File: config.mk
export PLATFORM = sky130hd
export DESIGN_NAME = blake2_msg_feeder_flat
export DESIGN_NICKNAME = d
export VERILOG_FILES = /design/src/rtl/blake2_msg_feeder_if.sv /design/src/rtl/blake2_msg_feeder.sv /design/src/flat_wrapper.sv
export SDC_FILE = /design/constraint.sdc
export NUM_CORES = 1
export LEC_CHECK = 0
export CAP_MARGIN = 20
export CORE_ASPECT_RATIO = 0.9
export CORE_UTILIZATION = 53
export DETAILED_ROUTE_END_ITERATION = 10
export PLACE_DENSITY = 0.89
export SLEW_MARGIN = 40
export SYNTH_ARGS = -nofsm -noshare
export SYNTH_HDL_FRONTEND = slang
export SYNTH_SLANG_ARGS = --single-unit
File: constraint.sdc
create_clock -name clk -period 4.95 [get_ports clk]
set_input_delay 0.99 -clock clk [delete_from_list [all_inputs] [get_ports clk]]
set_output_delay 0.99 -clock clk [all_outputs]
set_load 0.05 [all_outputs]
File: src/rtl/blake2_msg_feeder_if.sv
// rtl/blake2_msg_feeder_if.sv - byte-stream handshake bundle between host source, feeder and BLAKE2 core
interface blake2_msg_feeder_if;
  logic       msg_v_i;
  logic [7:0] msg_i;
  logic       msg_last_i;
  logic       msg_ready_o;
  logic       core_ready_i;
  logic       data_v_o;
  logic [7:0] data_o;
  logic       block_first_o;
  logic       block_last_o;

  modport slave (
    input  msg_v_i, msg_i, msg_last_i, core_ready_i,
    output msg_ready_o, data_v_o, data_o, block_first_o, block_last_o
  );

  modport master (
    output msg_v_i, msg_i, msg_last_i, core_ready_i,
    input  msg_ready_o, data_v_o, data_o, block_first_o, block_last_o
  );
endinterface

File: src/rtl/blake2_msg_feeder.sv
// rtl/blake2_msg_feeder.sv - turns a key+message byte stream into zero-padded BLAKE2 blocks with flags and ll
module blake2_msg_feeder #(
  parameter int BB       = 128,
  parameter int BB_CLOG2 = 7
) (
  input  logic                clk,
  input  logic                nreset,
  input  logic                start_i,
  input  logic [7:0]          kk_i,
  input  logic [7:0]          nn_i,
  input  logic                empty_i,
  blake2_msg_feeder_if.slave  bus,
  output logic [63:0]         ll_o,
  output logic [7:0]          kk_o,
  output logic [7:0]          nn_o,
  output logic                busy_o,
  output logic                done_o
);
  typedef enum logic [2:0] {IDLE, KEY, KPAD, MSG, PAD, ZBLK, GAP, DONE} state_t;

  localparam logic [BB_CLOG2-1:0] LAST_IDX     = BB_CLOG2'(BB - 1);
  localparam logic [63:0]         KEY_BLOCK_LL = 64'(BB);

  state_t              state, state_next;
  logic [BB_CLOG2-1:0] cnt;
  logic [7:0]          key_cnt;
  logic                first_flag, last_flag;
  logic                take, emit, blk_end, key_done, last_now;
  logic [7:0]          emit_byte;

  assign blk_end  = (cnt == LAST_IDX);
  assign key_done = ((key_cnt + 8'd1) == kk_o);
  assign last_now = last_flag | (take & bus.msg_last_i);
  assign bus.msg_ready_o = bus.core_ready_i & ((state == KEY) | (state == MSG));

  always_comb begin
    state_next = state;
    take       = 1'b0;
    emit       = 1'b0;
    emit_byte  = 8'h00;
    case (state)
      IDLE: begin
        if (start_i) begin
          if (empty_i)             state_next = ZBLK;
          else if (kk_i != 8'd0)   state_next = KEY;
          else                     state_next = MSG;
        end
      end
      KEY: begin
        if (bus.msg_v_i && bus.core_ready_i) begin
          take      = 1'b1;
          emit      = 1'b1;
          emit_byte = bus.msg_i;
          // an early last inside the key is treated as end of key and padded out
          if (bus.msg_last_i)   state_next = PAD;
          else if (key_done)    state_next = KPAD;
        end
      end
      KPAD: begin
        if (bus.core_ready_i) begin
          emit = 1'b1;
          if (blk_end) state_next = GAP;
        end
      end
      MSG: begin
        if (bus.msg_v_i && bus.core_ready_i) begin
          take      = 1'b1;
          emit      = 1'b1;
          emit_byte = bus.msg_i;
          if (bus.msg_last_i)   state_next = blk_end ? DONE : PAD;
          else if (blk_end)     state_next = GAP;
        end
      end
      PAD, ZBLK: begin
        if (bus.core_ready_i) begin
          emit = 1'b1;
          if (blk_end) state_next = DONE;
        end
      end
      // one dead cycle lets the core's ready deassertion reach us after byte 127
      GAP:     state_next = MSG;
      DONE:    state_next = IDLE;
      default: state_next = IDLE;
    endcase
  end

  always_ff @(posedge clk) begin
    if (!nreset) begin
      state             <= IDLE;
      cnt               <= '0;
      key_cnt           <= 8'd0;
      first_flag        <= 1'b0;
      last_flag         <= 1'b0;
      bus.data_v_o      <= 1'b0;
      bus.data_o        <= 8'h00;
      bus.block_first_o <= 1'b0;
      bus.block_last_o  <= 1'b0;
      ll_o              <= 64'd0;
      kk_o              <= 8'd0;
      nn_o              <= 8'd0;
      busy_o            <= 1'b0;
      done_o            <= 1'b0;
    end else begin
      state        <= state_next;
      busy_o       <= (state_next != IDLE);
      done_o       <= (state == DONE);
      bus.data_v_o <= emit;
      bus.data_o   <= emit_byte;
      if (emit) begin
        bus.block_first_o <= first_flag;
        bus.block_last_o  <= last_now;
        cnt               <= cnt + BB_CLOG2'(1);
        if (blk_end) first_flag <= 1'b0;
      end
      if (take && bus.msg_last_i) last_flag <= 1'b1;
      if (state == KEY && take) begin
        key_cnt <= key_cnt + 8'd1;
        if (bus.msg_last_i || key_done) ll_o <= KEY_BLOCK_LL;
      end
      if (state == MSG && take) ll_o <= ll_o + 64'd1;
      if (state == IDLE && start_i) begin
        kk_o       <= kk_i;
        nn_o       <= nn_i;
        ll_o       <= 64'd0;
        cnt        <= '0;
        key_cnt    <= 8'd0;
        first_flag <= 1'b1;
        last_flag  <= empty_i;
      end
    end
  end
endmodule

File: src/flat_wrapper.sv
// flat-port wrapper written by rule: the top's interface ports become plain ports
module blake2_msg_feeder_flat 
#(
  parameter int BB       = 128,
  parameter int BB_CLOG2 = 7
)
  (clk, nreset, start_i, kk_i, nn_i, empty_i, ll_o, kk_o, nn_o, busy_o, done_o, bus_msg_v_i, bus_msg_i, bus_msg_last_i, bus_core_ready_i, bus_msg_ready_o, bus_data_v_o, bus_data_o, bus_block_first_o, bus_block_last_o);
  blake2_msg_feeder_if bus_i ();
  input  logic clk;
  input  logic nreset;
  input  logic start_i;
  input  logic [7:0] kk_i;
  input  logic [7:0] nn_i;
  input  logic empty_i;
  output logic [63:0] ll_o;
  output logic [7:0] kk_o;
  output logic [7:0] nn_o;
  output logic busy_o;
  output logic done_o;
  input wire logic [$bits(bus_i.msg_v_i)-1:0] bus_msg_v_i;
  input wire logic [$bits(bus_i.msg_i)-1:0] bus_msg_i;
  input wire logic [$bits(bus_i.msg_last_i)-1:0] bus_msg_last_i;
  input wire logic [$bits(bus_i.core_ready_i)-1:0] bus_core_ready_i;
  output wire logic [$bits(bus_i.msg_ready_o)-1:0] bus_msg_ready_o;
  output wire logic [$bits(bus_i.data_v_o)-1:0] bus_data_v_o;
  output wire logic [$bits(bus_i.data_o)-1:0] bus_data_o;
  output wire logic [$bits(bus_i.block_first_o)-1:0] bus_block_first_o;
  output wire logic [$bits(bus_i.block_last_o)-1:0] bus_block_last_o;
  assign bus_i.msg_v_i = bus_msg_v_i;
  assign bus_i.msg_i = bus_msg_i;
  assign bus_i.msg_last_i = bus_msg_last_i;
  assign bus_i.core_ready_i = bus_core_ready_i;
  assign bus_msg_ready_o = bus_i.msg_ready_o;
  assign bus_data_v_o = bus_i.data_v_o;
  assign bus_data_o = bus_i.data_o;
  assign bus_block_first_o = bus_i.block_first_o;
  assign bus_block_last_o = bus_i.block_last_o;
  blake2_msg_feeder #(.BB(BB), .BB_CLOG2(BB_CLOG2)) u_core (.clk(clk), .nreset(nreset), .start_i(start_i), .kk_i(kk_i), .nn_i(nn_i), .empty_i(empty_i), .bus(bus_i), .ll_o(ll_o), .kk_o(kk_o), .nn_o(nn_o), .busy_o(busy_o), .done_o(done_o));
endmodule
==> results_dict.tcl <==
set metrics [dict create \
    status "complete, no violations" \
    worstMarginPinSlew_ns 0.858 \
    fin_crit_ns 3.84 \
    final_common_cell "clkdlybuf4s50_1" \
    critPathLaunchType "primary input" \
    power_density_nw_per_um2 363 \
    hold_path_depth 2 \
    placed_area_sq_um 6910 \
    synth_top_area_share_pct 40.3 \
    cts_root_buffer "clkbuf_16" \
    netlist_top_cells_area "dfxtp_1, nand2_1, nand3_1, o21ai_0, nand4_1" \
    synth_warnings 0 \
    fillers 716 \
    synthCells 706 \
    synthAdderAreaFrac_pct 0.847 \
    row_count 35 \
    clock_latency_ns 0.41 \
    die_y_um 99.7 \
    diodes 0 \
    antenna_found_initial 0 \
    r2r_cells 6 \
    layout.nets 850 \
    dieArea_sq_um 11000 \
    peakVddDrop_uv 252 \
    ant_nets 0 \
    wl_per_cell_um 17.6 \
    holdCritPathClass "register to register" \
    relSlewSlack_pct 42.3 \
    core_area_sq_um 10300 \
    drc 0 \
    path_class "primary input to register" \
    area_growth_pct 34.9 \
    h-tree-depth 4 \
    synth_compound_area_share_pct 15.4 \
    worst_setup_path_end_kind "register" \
    grt_util_all_layers_pct 30.8 \
    synth_top_area_cell "dfxtp_1" \
    initial_core_util_pct 54.6 \
    synth_top_family_by_area "simple AND/OR/NAND/NOR gates" \
    synth_edf_count 0 \
    grt_overflow 0 \
    rsz0062_at_grt "no" \
    io_pins 125 \
    dr.first_iter.drc_count 594 \
    arrival_ns 4.17 \
    p_leak_nw 2.57 \
    synth_nets 740 \
    drt-total-wl_um 16900 \
    met2_length_um 8360 \
    finalHoldViolations 0 \
    syn_avg_cell_area_sq_um 7.95 \
    fin_skew_ns 0.0110 \
    place_hpwl_um 11100 \
    synthesis.area_sq_um 5620 \
    clock_sinks 113 \
    design_area_sq_um 7570 \
    firstDrtPassIters 8 \
    highest-signal-layer "met4" \
    layout_common_cells "clkdlybuf4s50_1, dfxtp_1, nand2_1, nand3_1, o21ai_0" \
    cp.required_ns 5.28 \
    period_share_pct 77.5 \
    synthMuxAreaShare_pct 0.357 \
    clkTransAtPathRegs_ns 0.05 \
    drive_gt1_share_pct 5.80 \
    ys.flop_type "dfxtp_1" \
    cts_buffers 17 \
    via_per_inst 6.43 \
    die_x_um 111 \
    yosysUniqueCellTypes 63 \
    routed-via-count 6153 \
    hold_buffers 0 \
    critPathMaxFanout 15 \
    yosys.area_share.xor_xnor_pct 4.68 \
    max-cap-violations 0 \
    synth_seq_cells 113 \
    cts_tree "done" \
    cts_resized 0 \
    place_congestion 0.922 \
    ys_seq_area_share_pct 40.3 \
    grt_pass1_vias 5959 \
    final_max_slew_viol_count 0 \
    tns_ns 0 \
    grt_start_max_net_pins 37 \
    post_cts_buffers 0 \
    setup-violations-final 0 \
    met3_length_um 1450 \
    io_buffers 124 \
    grt_first_pass_wirelength_um 28000 \
    cts_buffer_depth 2 \
    timing.fmax_mhz 261 \
    synthSimpleGateAreaFrac_pct 35.1 \
    ys_async_sr_fraction_pct 0 \
    m1WireLength_um 6700 \
]
[registers in the layout, indices dropped and copies added, names as in the netlist, 3 cells and up]
signal	flops
u_core.bus.data_o	8
u_core.nn_o	8
u_core.state	3
u_core.ll_o	64
u_core.kk_o	8
u_core.key_cnt	8
u_core.cnt	7
[per-stage QoR]
stage / hold slack, ns / worst slack [ns] / power, mW / instances / utilization [%]
after global routing: 0.494 / 1.07 / 2.82 / 957 / 73.6
after floorplan: 0.478 / 1.95 / 1.26 / 706 / -
final: 0.460 / 1.11 / 2.75 / 957 / 73.6
after CTS: 0.462 / 1.31 / 2.74 / 957 / 73.6
after detailed placement: 0.456 / 1.02 / 1.38 / 926 / 67.2
after global placement: 0.448 / 1.14 / 1.37 / 926 / 67.2
[final timing paths]
check	start	to	slack, ns
setup / recovery	bus_core_ready_i	u_core.ll_o[51]	1.11
hold reg to reg	u_core.nn_o[5]	u_core.nn_o[5]	0.46
hold / removal	u_core.nn_o[5]	u_core.nn_o[5]	0.46
setup reg to reg	u_core.state[1]	u_core.ll_o[51]	1.55
[metal layers]
metal,up-vias,global-route usage (%)
li1,2814,-
met1,2906,36.1
met2,384,53.7
met3,49,7.37
met4,0,14.2
met5,-,0
[critical path, cell delays in order]
cell and delay, ns:
clkdlybuf4s50_1 0.60, nand3_2 0.17, nor4_1 0.74, and2_1 0.58
nand4_1 0.31, or4b_2 0.68, o21ai_0 0.09
[layout make-up]
class / count / area (sq um) / area share [%]
Inverter: 9 / 33.8 / 0.446
Sequential cell: 113 / 2260 / 29.9
Multi-Input combinational cell: 546 / 3180 / 42.0
Timing Repair Buffer: 129 / 1280 / 16.9
Tap cell: 129 / 161 / 2.13
Clock buffer: 22 / 484 / 6.39
Clock inverter: 9 / 176 / 2.33
[synth_stat cells (all sizes together), types with 6 or more instances]
cell type and instances:
and3 24, nand3 63, or3 27, o21ai 62, or4 17, nor2 54, a21oi 14, nor4 13
xnor2 11, and4 10, xor2 19, dfxtp 113, nand4 37, clkbuf 35, o31ai 6, nor3 13
a21boi 16, and2 12, inv 9, nand2 89
[power by group]
part | total (mW) | switching, mW | internal, mW
clock network | 1.37 | 0.422 | 0.944
logic | 0.393 | 0.259 | 0.135
registers | 0.987 | 0.0425 | 0.945
total | 2.75 | 0.723 | 2.02
[cell families after synthesis]
| logic type | count (synthesis) |
|---|---|
| mux | 2 |
| fa+ha+maj | 4 |
| buf+inv | 47 |
| compound gates | 136 |
| xor+xnor | 30 |
| flops | 113 |
| simple gates | 374 |
Note: power is estimated with default switching activity, not from simulation.
